File: src/rtl/fetch_pc_pipeline_if.sv
// Fetch-stage bus: next-PC / hazard / imem inputs in, PC and IF/ID register outputs back.
interface fetch_pc_pipeline_if #(
   parameter int COUNT_WIDTH = 32
);
   logic [31:0]            pcInput;
   logic                   pcWriteEnable;
   logic                   flush;
   logic [31:0]            instrIn;
   logic [31:0]            pcOut;
   logic [31:0]            pcPlus4;
   logic [31:0]            ifIdPc;
   logic [31:0]            ifIdPcPlus4;
   logic [31:0]            ifIdInstr;
   logic                   ifIdValid;
   logic                   misalignedFault;
   logic [COUNT_WIDTH-1:0] fetchCount;

   modport master (
      output pcInput, pcWriteEnable, flush, instrIn,
      input  pcOut, pcPlus4, ifIdPc, ifIdPcPlus4, ifIdInstr, ifIdValid,
             misalignedFault, fetchCount
   );

   modport slave (
      input  pcInput, pcWriteEnable, flush, instrIn,
      output pcOut, pcPlus4, ifIdPc, ifIdPcPlus4, ifIdInstr, ifIdValid,
             misalignedFault, fetchCount
   );
endinterface

File: src/rtl/fetch_pc_pipeline.sv
// Fetch stage: architectural PC, pc+4, IF/ID pipeline register, misaligned-target trap.
//
// state | meaning
// BOOT  | one bubble cycle after reset, PC held at RESET_VECTOR
// RUN   | normal fetch: misalign trap > flush > stall > advance
// FAULT | misaligned target seen; PC, IF/ID (bubble) and count frozen until reset
module fetch_pc_pipeline #(
   parameter logic [31:0] RESET_VECTOR = 32'h0000_0000,
   parameter logic [31:0] NOP_INSTR    = 32'h0000_0013,
   parameter int          COUNT_WIDTH  = 32
) (
   input logic                clk,
   input logic                reset,
   fetch_pc_pipeline_if.slave bus
);

   typedef enum logic [1:0] {
      BOOT  = 2'd0,
      RUN   = 2'd1,
      FAULT = 2'd2
   } state_t;

   state_t                 state;
   state_t                 state_next;
   logic                   pc_load;
   logic                   ifid_load;
   logic                   ifid_bubble;
   logic                   fault_set;
   logic                   misaligned;

   logic [31:0]            pc;
   logic [31:0]            if_id_pc;
   logic [31:0]            if_id_pc_plus4;
   logic [31:0]            if_id_instr;
   logic                   if_id_valid;
   logic                   fault;
   logic [COUNT_WIDTH-1:0] fetch_count;

   assign misaligned = (bus.pcInput[1:0] != 2'b00);

   // State register.
   always_ff @(posedge clk or posedge reset) begin
      if (reset) begin
         state <= BOOT;
      end else begin
         state <= state_next;
      end
   end

   // Next state and per-edge datapath controls; the trap only applies on edges that load the PC.
   always_comb begin
      state_next  = state;
      pc_load     = 1'b0;
      ifid_load   = 1'b0;
      ifid_bubble = 1'b0;
      fault_set   = 1'b0;
      case (state)
         BOOT: begin
            state_next  = RUN;
            ifid_bubble = 1'b1;
         end
         RUN: begin
            if ((bus.flush || bus.pcWriteEnable) && misaligned) begin
               state_next  = FAULT;
               fault_set   = 1'b1;
               ifid_bubble = 1'b1;
            end else if (bus.flush) begin
               pc_load     = 1'b1;
               ifid_bubble = 1'b1;
            end else if (bus.pcWriteEnable) begin
               pc_load   = 1'b1;
               ifid_load = 1'b1;
            end
         end
         FAULT: begin
            ifid_bubble = 1'b1;
         end
         default: begin
            state_next  = BOOT;
            ifid_bubble = 1'b1;
         end
      endcase
   end

   // PC, IF/ID register, sticky fault flag and fetch counter.
   always_ff @(posedge clk or posedge reset) begin
      if (reset) begin
         pc             <= RESET_VECTOR;
         if_id_pc       <= 32'd0;
         if_id_pc_plus4 <= 32'd0;
         if_id_instr    <= NOP_INSTR;
         if_id_valid    <= 1'b0;
         fault          <= 1'b0;
         fetch_count    <= '0;
      end else begin
         if (pc_load) begin
            pc <= bus.pcInput;
         end
         if (fault_set) begin
            fault <= 1'b1;
         end
         if (ifid_load) begin
            if_id_pc       <= pc;
            if_id_pc_plus4 <= bus.pcPlus4;
            if_id_instr    <= bus.instrIn;
            if_id_valid    <= 1'b1;
            fetch_count    <= fetch_count + 1'b1;
         end else if (ifid_bubble) begin
            // Bubble keeps the stale pc/pc+4 so downstream debug still sees the last fetch.
            if_id_instr <= NOP_INSTR;
            if_id_valid <= 1'b0;
         end
      end
   end

   assign bus.pcOut           = pc;
   assign bus.pcPlus4         = pc + 32'd4;
   assign bus.ifIdPc          = if_id_pc;
   assign bus.ifIdPcPlus4     = if_id_pc_plus4;
   assign bus.ifIdInstr       = if_id_instr;
   assign bus.ifIdValid       = if_id_valid;
   assign bus.misalignedFault = fault;
   assign bus.fetchCount      = fetch_count;

endmodule
File: src/flat_wrapper.sv
// flat-port wrapper written by rule: the top's interface ports become plain ports
module fetch_pc_pipeline_flat 
#(
   parameter logic [31:0] RESET_VECTOR = 32'h0000_0000,
   parameter logic [31:0] NOP_INSTR    = 32'h0000_0013,
   parameter int          COUNT_WIDTH  = 32
)
  (clk, reset, bus_pcInput, bus_pcWriteEnable, bus_flush, bus_instrIn, bus_pcOut, bus_pcPlus4, bus_ifIdPc, bus_ifIdPcPlus4, bus_ifIdInstr, bus_ifIdValid, bus_misalignedFault, bus_fetchCount);
  fetch_pc_pipeline_if #(.COUNT_WIDTH(COUNT_WIDTH)) bus_i ();
  input logic clk;
  input logic reset;
  input wire logic [$bits(bus_i.pcInput)-1:0] bus_pcInput;
  input wire logic [$bits(bus_i.pcWriteEnable)-1:0] bus_pcWriteEnable;
  input wire logic [$bits(bus_i.flush)-1:0] bus_flush;
  input wire logic [$bits(bus_i.instrIn)-1:0] bus_instrIn;
  output wire logic [$bits(bus_i.pcOut)-1:0] bus_pcOut;
  output wire logic [$bits(bus_i.pcPlus4)-1:0] bus_pcPlus4;
  output wire logic [$bits(bus_i.ifIdPc)-1:0] bus_ifIdPc;
  output wire logic [$bits(bus_i.ifIdPcPlus4)-1:0] bus_ifIdPcPlus4;
  output wire logic [$bits(bus_i.ifIdInstr)-1:0] bus_ifIdInstr;
  output wire logic [$bits(bus_i.ifIdValid)-1:0] bus_ifIdValid;
  output wire logic [$bits(bus_i.misalignedFault)-1:0] bus_misalignedFault;
  output wire logic [$bits(bus_i.fetchCount)-1:0] bus_fetchCount;
  assign bus_i.pcInput = bus_pcInput;
  assign bus_i.pcWriteEnable = bus_pcWriteEnable;
  assign bus_i.flush = bus_flush;
  assign bus_i.instrIn = bus_instrIn;
  assign bus_pcOut = bus_i.pcOut;
  assign bus_pcPlus4 = bus_i.pcPlus4;
  assign bus_ifIdPc = bus_i.ifIdPc;
  assign bus_ifIdPcPlus4 = bus_i.ifIdPcPlus4;
  assign bus_ifIdInstr = bus_i.ifIdInstr;
  assign bus_ifIdValid = bus_i.ifIdValid;
  assign bus_misalignedFault = bus_i.misalignedFault;
  assign bus_fetchCount = bus_i.fetchCount;
  fetch_pc_pipeline #(.RESET_VECTOR(RESET_VECTOR), .NOP_INSTR(NOP_INSTR), .COUNT_WIDTH(COUNT_WIDTH)) u_core (.clk(clk), .reset(reset), .bus(bus_i));
endmodule
File: config.mk
export PLATFORM = sky130hd
export DESIGN_NAME = fetch_pc_pipeline_flat
export DESIGN_NICKNAME = d
export VERILOG_FILES = /design/src/rtl/fetch_pc_pipeline_if.sv /design/src/rtl/fetch_pc_pipeline.sv /design/src/flat_wrapper.sv
export SDC_FILE = /design/constraint.sdc
export NUM_CORES = 1
export LEC_CHECK = 0
export BUFFER_PORTS_ARGS = -buffer_cell sky130_fd_sc_hd__buf_4
export CAP_MARGIN = 0
export CORE_ASPECT_RATIO = 1.4
export CORE_MARGIN = 2
export CORE_UTILIZATION = 53
export CTS_CLUSTER_DIAMETER = 150
export CTS_CLUSTER_SIZE = 28
export DETAILED_ROUTE_END_ITERATION = 10
export PLACE_DENSITY = 0.93
export SETUP_SLACK_MARGIN = 0.4
export SLEW_MARGIN = 0
export SYNTH_ARGS = -nofsm -noshare
export SYNTH_HDL_FRONTEND = slang
export SYNTH_SLANG_ARGS = --single-unit
File: constraint.sdc
create_clock -name clk -period 9.8 [get_ports clk]
set_clock_uncertainty 0.2 [all_clocks]
set_input_delay 0.49 -clock clk [delete_from_list [all_inputs] [get_ports clk]]
set_output_delay 0.49 -clock clk [all_outputs]
set_load 0.03 [all_outputs]
==> summary.md, run 1 <==
| Metric | Value |
|---|---|
| Maximum number of pins on one net before global-route repair | `92` |
| HPWL reported at the end of detailed placement | `14020 um` |
| Die Height | `139.9 um` |
| Final critical path time including I/O delays and setup | `3.395 ns` |
| Max Cap Violations | `0` |
| Remaining Overflow, GRT | `0` |
| Number of buffers inserted to repair setup after CTS | `0` |
| CTS sink count | `162` |
| Resized Gates After CTS | `0` |
| Root Buffer | `sky130_fd_sc_hd__clkbuf_16` |
| Number of synthesized flops with an enable pin | `0` |
| Initial drt markers | `259` |
| Power consumption | `2.972 mW` |
| Number of hold violations in the final report | `0` |
| Post-synthesis simple-gate area fraction | `0.1942` |
| Met1 Resource Use GR | `0.3338` |
| Int Pwr | `1.669 mW` |
| Unrepaired setup endpoints after global routing | `false` |
| Final Instance Area | `9539 um^2` |
| Width of the chip | `101.1 um` |
| Portion of netlist area occupied by mux cells | `0.05150` |
| CTS HTree Levels | `4` |
| Met3 Usage GRT | `0.06936` |
| Layout Area Growth over Synthesis | `36.34%` |
| Number of setup violations in the final report | `0` |
| Fraction of registers with async set/reset | `1.000` |
| Later-pin clock latency in the skew report | `0.42 ns` |
| Leak pwr | `4.719 nW` |
| Switching share of power | `0.4384` |
| Net Sw Power | `1.303 mW` |
| Gate Count Post-Synth | `641` |
| Primary FF master, synth | `sky130_fd_sc_hd__dfrtp_1` |
| Share of the yosys chip area belonging to registers | `0.5799` |
| Synthesis-stage register bit count | `162` |
| Transition at the pin with the smallest max-transition slack | `1.125 ns` |
| Weighted congestion at the end of routability-driven global placement | `0.8532` |
| Hold WC Path Type | `input port to asynchronous set/reset pin` |
| Layout Cells excl Fill | `1052` |
| Xor and xnor area share after synthesis | `0.05758` |
| Global Route Usage Sum | `0.2828` |
| Layout cells sized above 1 | `0.3804` |
| Number of nets produced by synthesis | `711` |
| Buffers on Ports | `261` |
| Number of nets in the finished design | `957` |
| Vias | `5945` |
| Launching element type of the critical path | `register` |
| Ratio of final minimum period to clock period | `0.3464` |
| Max-slew violation total from the final report | `0` |
| Antenna fix cells | `0` |
| Combinational share of power | `0.439` |
| Remaining DRCs | `0` |
| Share of synthesized cell area in full adder, half adder and majority cells | `0.003577` |
| Netlist Area Pre-Place | `6997 um^2` |
| Vias in the first global route | `5945` |
| TritonCTS Buffers | `17` |
| Core area | `12870 um^2` |
| Die footprint | `14150 um^2` |
| Maximum VDD drop | `0.0002441 V` |
| Number of ports placed on the die boundary | `262` |
| Initial core utilization | `0.5434` |
| Number of buffers on the longest clock path | `2` |
| Via density per instance | `5.651` |
| Worst EP arrival | `2.70 ns` |
| Row count | `49` |
| Number of cells in the design after placement | `1021` |
| Total of hold buffers inserted after clock tree synthesis | `0` |
| Compound-Gate Fraction of Synth Area | `0.08047` |
| Highest Clock Rate | `294.6 MHz` |
| Syn avg cell area | `10.92 um^2` |
| Count of unique library cells instantiated by Yosys | `43` |
| Post-route ant nets | `0` |
| Clk pwr share | `0.207` |
| DR WL/cell | `18.73 um` |
| Clk pin slew, worst setup/hold paths | `0.07 ns` |
| Summed negative setup slack over all endpoints | `0 ns` |
| Part of the total power dissipated in sequential elements | `0.354` |
| Most crowded layer after global routing | `met2` |
| Dpl cell area | `8995 um^2` |
| Yosys warnings | `0` |
| Largest fanout of any net on the critical path | `7` |
| Antenna violations before repair | `0` |
| Main combinational cell family by area after synthesis | `simple AND/OR/NAND/NOR gates` |
| Ratio of total power to cell area | `311.6 nW/um^2` |
| Worst-path cell with the longest stage delay | `sky130_fd_sc_hd__or4_4` |
| Required time at the worst-slack endpoint | `9.11 ns` |
| Status | `finished clean` |
| Worst setup path class | `register to output pin` |
| Met2 Resource Use GR | `0.4880` |
| Critical path's largest stage delay | `0.65 ns` |
| Initial DRT Pass Iterations | `5` |
| Kind of end point of the critical path | `output pin` |
| Worst slew margin relative to its limit | `0.2499` |
| Wire length of the first global-routing pass | `31020 um` |
| Detailed-route wire length | `19700 um` |
| TritonCTS clock tree | `built` |
| Critical path, cell by cell | `ha_1 > nand3_1 > or4_4 > or3_1 > nand2_1 > buf_4` |
## logic make-up (layout without fill, tap and decap cells)
group,after synthesis,in the layout
AOI/OAI and AO/OA,79,79
and+or+nand+nor,273,273
buffers and inverters,47,305
muxes,32,32
DFF,162,162
adders and majority gates,2,2
xor gates and xnor gates,46,46
## layout by cell type, fill, tap and decap left out, types with 4 or more instances in the layout
master	instances
sky130_fd_sc_hd__and3_1	4
sky130_fd_sc_hd__and2_1	5
sky130_fd_sc_hd__dfrtp_1	159
sky130_fd_sc_hd__nand3_1	25
sky130_fd_sc_hd__a31oi_1	13
sky130_fd_sc_hd__or4_1	4
sky130_fd_sc_hd__clkinvlp_4	4
sky130_fd_sc_hd__o31ai_1	4
sky130_fd_sc_hd__mux2_2	32
sky130_fd_sc_hd__nand2_1	144
sky130_fd_sc_hd__inv_1	10
sky130_fd_sc_hd__nand4_1	27
sky130_fd_sc_hd__or3_1	5
sky130_fd_sc_hd__a22o_1	29
sky130_fd_sc_hd__o21ai_0	22
sky130_fd_sc_hd__nor4_1	7
sky130_fd_sc_hd__and4_1	8
sky130_fd_sc_hd__buf_4	263
sky130_fd_sc_hd__clkbuf_16	17
sky130_fd_sc_hd__clkinv_2	4
sky130_fd_sc_hd__nor2_1	21
sky130_fd_sc_hd__xnor2_1	43
## power by group through the flow
| stage | Combinational, mW | Sequential, mW | Clock (mW) |
|---|---|---|---|
| detailed placement | 1.31 | 1.06 | 0 |
| global route | 1.37 | 1.08 | 0.651 |
| finish | 1.30 | 1.05 | 0.616 |
| CTS | 1.31 | 1.05 | 0.626 |
| floorplan | 0.464 | 1.35 | 0 |
| global placement | 1.28 | 1.05 | 0 |
## synth_stat cells, drive strengths merged, types with 4 or more instances
| master | count | area, um^2 |
|---|---|---|
| clkbuf | 8 | 30.03 |
| a22o | 29 | 254.0 |
| nor4 | 10 | 90.08 |
| or3 | 5 | 31.28 |
| and4 | 9 | 80.08 |
| and3 | 4 | 25.02 |
| xnor2 | 43 | 376.6 |
| buf | 28 | 157.6 |
| dfrtp | 159 | 3979 |
| or4 | 6 | 52.55 |
| nor2 | 23 | 86.33 |
| a31oi | 13 | 81.33 |
| nand4 | 28 | 190.2 |
| mux2 | 32 | 360.4 |
| inv | 11 | 41.29 |
| nand2 | 144 | 540.5 |
| and2 | 5 | 31.28 |
| o21ai | 22 | 110.1 |
| o31ai | 4 | 30.03 |
| nand3 | 25 | 125.1 |
## worst paths after layout
| kind | startpoint | end | slack (ns) | cells past startpoint |
|---|---|---|---|---|
| setup / recovery | u_core.bus.pcOut[2] | bus_pcPlus4[18] | 6.41 | 6 |
| hold / removal | reset | u_core.bus.ifIdPcPlus4[18] | 0.03 | 2 |
| setup reg to reg | u_core.state[1] | u_core.bus.ifIdPcPlus4[7] | 6.53 | 4 |
| hold reg to reg | u_core.bus.ifIdPc[22] | u_core.bus.ifIdPc[22] | 0.28 | 2 |
| max in group asynchronous | reset | u_core.bus.ifIdPc[31] | 7.95 | 3 |
| min in group clk | bus_pcInput[2] | u_core.bus.pcOut[2] | 0.07 | 3 |
## cell type report
cell class,count,area (um^2)
clock buffer,18,429.2
clock inverter,13,115.1
fill,906,3336
inverter,11,46.29
multi-input combinational,432,2725
sequential,162,4058
tap,153,191.4
timing repair buffer,263,1974
## flip-flops by register name, summed over array words and instances, names as in the netlist
name	cells
u_core.bus.fetchCount	32
u_core.bus.ifIdPcPlus4	32
u_core.bus.misalignedFault	1
u_core.bus.ifIdInstr	32
u_core.bus.ifIdValid	1
u_core.state	2
u_core.bus.ifIdPc	30
u_core.bus.pcOut	32
## metal layers
| layer | vias to the layer above | routed length, um |
|---|---|---|
| li1 | 2736 | - |
| met1 | 2939 | 7478 |
| met2 | 232 | 10490 |
| met3 | 38 | 1144 |
| met4 | 0 | 591 |
| met5 | - | 0 |
## metrics by stage
step	hold WS (ns)	utilization	worst slack, ns
2_1_floorplan	0.2354	-	4.738
3_3_place_gp	0.2591	0.6986	6.411
3_5_place_dp	0.2642	0.6986	6.381
4_1_cts	0.05278	0.7409	6.400
5_1_grt	0.07947	0.7409	6.285
6_report	0.02534	0.7409	6.405
## critical path: cells and delay by family, from the launching register on
kind / cells / cell delay, ns
simple gates: 4 / 1.36
fa+ha+maj: 1 / 0.28
flops: 1 / 0.49
buf+inv: 1 / 0.15
Power figures use the tool's default switching activity.
==> inputs of run 2 (changes only) <==
- CORE_UTILIZATION: 53 -> 49
- PLACE_DENSITY: 0.93 -> 0.88
- clock period: 9.8 -> 3.2 ns (I/O delays scaled with it)
==> run 2 against run 1 <==
- clock power grew to 3.4 times the previous value
- sequential power grew to 3.1 times the previous value
- via count grew 7.0%
- worst setup slack lost 5.9 ns
- cell area grew 10%
- utilization grew 1.6 points
- register-to-register slack lost 5.9 ns
- global-route usage shrank 0.45 points
- largest power group unchanged
==> summary.md, run 2 (synthesized netlist as in run 1, its figures left out) <==
| Metric | Value |
|---|---|
| Detailed-routing wirelength on met1 | `7932 um` |
| Worst setup path class | `register to output pin` |
| Number of buffers on the longest clock path | `2` |
| Post-route ant nets | `0` |
| Vias | `6363` |
| Clk pin slew, worst setup/hold paths | `0.06 ns` |
| Most frequent cells in the layout | `sky130_fd_sc_hd__buf_4, sky130_fd_sc_hd__dfrtp_1, sky130_fd_sc_hd__nand2_1, sky130_fd_sc_hd__dlygate4sd3_1, sky130_fd_sc_hd__xnor2_1` |
| Row count | `51` |
| Vias in the first global route | `6382` |
| Initial DRT Pass Iterations | `5` |
| Number of cells in the design after placement | `1062` |
| TritonCTS clock tree | `built` |
| Number of ports placed on the die boundary | `262` |
| CTS sink count | `162` |
| Initial core utilization | `0.5030` |
| Dominant delay contributor by cell family on the critical path | `simple AND/OR/NAND/NOR gates` |
| Worst-path cell with the longest stage delay | `sky130_fd_sc_hd__or4_1` |
| CTS HTree Levels | `4` |
| Later-pin clock latency in the skew report | `0.41 ns` |
| Layout cells sized above 1 | `0.3788` |
| Weighted congestion at the end of routability-driven global placement | `0.8168` |
| Worst EP arrival | `2.33 ns` |
| Leading cell type in the layout, fill and taps excluded | `sky130_fd_sc_hd__buf_4` |
| Via density per instance | `5.452` |
| Maximum VDD drop | `0.0008069 V` |
| Antenna violations before repair | `0` |
| Number of filler cells placed in the layout | `898` |
| Remaining Overflow, GRT | `0` |
| Layout Cells excl Fill | `1167` |
| Global Route Usage Sum | `0.2783` |
| Root Buffer | `sky130_fd_sc_hd__clkbuf_16` |
| Launching element type of the critical path | `register` |
| Antenna fix cells | `0` |
| DR WL/cell | `18.27 um` |
| Unrepaired setup endpoints after global routing | `true` |
| Max Cap Violations | `0` |
| Buffers on Ports | `261` |
| HPWL reported at the end of detailed placement | `13580 um` |
| Number of nets in the finished design | `1039` |
| Total area of multi-input combinational cells | `2749 um^2` |
| Layout Area Growth over Synthesis | `50.39%` |
| TritonCTS Buffers | `17` |
| Transition at the pin with the smallest max-transition slack | `0.7597 ns` |
| Leak pwr | `5.124 nW` |
| Ratio of final minimum period to clock period | `0.8405` |
| Die footprint | `15260 um^2` |
| Maximum number of pins on one net before global-route repair | `85` |
| Number of hold violations in the final report | `0` |
| Core area | `13910 um^2` |
| Worst slew margin relative to its limit | `0.4893` |
| Die Height | `145.4 um` |
| Ratio of total power to cell area | `906.2 nW/um^2` |
| Detailed-route wire length | `21320 um` |
| Max-slew violation total from the final report | `0` |
| Required time at the worst-slack endpoint | `2.84 ns` |
| Wire length of the first global-routing pass | `33550 um` |
| Initial drt markers | `262` |
| Number of setup violations in the final report | `0` |
| Metal2 WL | `11320 um` |
| Register Area | `4069 um^2` |
| Width of the chip | `105.0 um` |
| Largest fanout of any net on the critical path | `9` |
| Remaining DRCs | `0` |
| Summed negative setup slack over all endpoints | `0 ns` |
| Final critical path time including I/O delays and setup | `2.690 ns` |
| Met3 wirelength from detailed routing | `1246 um` |
| Hold WC Path Type | `input port to register` |
| Crit path buffers/inverters | `1` |
| Uppermost layer routed | `met4` |
| Highest Clock Rate | `371.8 MHz` |
| Kind of end point of the critical path | `output pin` |
| Critical path's largest stage delay | `0.58 ns` |
| Critical path, cell by cell | `and4_1 > nand3_1 > or4_1 > nand2_1 > buf_4` |
| Status | `finished clean` |
run 2: changes by cell type in the layout (fill, tap and decap cells not counted), sizes merged:
cell         previous run  this run
clkbuf                 18        20
clkinv                  7         4
buf                   263       279
bufinv                  1         3
dlygate4sd3             0        66
run 2: worst paths after layout:
| path | from | end | slack, ns | depth (start not counted) |
|---|---|---|---|---|
| setup / recovery | u_core.bus.pcOut[4] | bus_pcPlus4[25] | 0.51 | 5 |
| hold / removal | bus_flush | u_core.bus.ifIdInstr[1] | 0.04 | 4 |
| setup reg to reg | u_core.state[1] | u_core.bus.ifIdPc[2] | 0.65 | 6 |
| hold reg to reg | u_core.state[1] | u_core.state[0] | 0.27 | 1 |
| max in group asynchronous | reset | u_core.bus.ifIdInstr[1] | 2.16 | 4 |
| min in group asynchronous | reset | u_core.bus.pcOut[0] | 0.25 | 4 |
run 2: report_power, final:
group	switching, mW	leakage (nW)	total (mW)	internal (mW)
Clock	0.820	0.293	2.09	1.27
Combinational	2.64	2.73	4.22	1.58
Sequential	0.619	2.10	3.23	2.61
Total	4.08	5.12	9.54	5.46
run 2: cell type report:
| cell class | count | area share |
|---|---|---|
| tap | 185 | 0.02200 |
| multi-input combinational | 432 | 0.2612 |
| timing repair buffer | 345 | 0.2678 |
| clock buffer | 20 | 0.04340 |
| clock inverter | 12 | 0.01463 |
| sequential | 162 | 0.3867 |
| inverter | 11 | 0.004281 |
run 2: timing repair:
action                                  in CTS  in global routing
endpoints found under the setup margin       9                 15
pin swaps                                    2                  3
hold buffers                                66                  0
hold endpoints to repair                   224                  0
gates resized for setup                      7                  8
buffers inserted                             3                  4
run 2: worst register-to-register path, cell delays in order (launching register included):
cell and delay [ns]:
sky130_fd_sc_hd__dfrtp_1 0.40, sky130_fd_sc_hd__or4b_1 0.53, sky130_fd_sc_hd__buf_4 0.20, sky130_fd_sc_hd__or2_2 0.59, sky130_fd_sc_hd__buf_4 0.35, sky130_fd_sc_hd__nand2_1 0.09
sky130_fd_sc_hd__o21ai_0 0.08
run 2: metrics by stage:
step                      utilization  power (mW)  hold WS, ns  instance area [um^2]  setup slack (ns)
after floorplan                     -       5.554      0.07684                  7000            0.6413
after global placement         0.6588       7.180       0.1413                  9164            0.7291
after detailed placement       0.6588       7.260       0.1447                  9164            0.6458
after CTS                      0.7533       9.476      0.01803                 10480            0.4127
after global routing           0.7564       9.939      0.06506                 10520            0.3190
final                          0.7564       9.535      0.03793                 10520            0.5103
run 2: routing by layer:
metal  up-vias  track usage
met5         -            0
met4         0       0.1333
met3        67      0.06449
met2       266       0.4857
met1      3135       0.3207
li1       2895            -
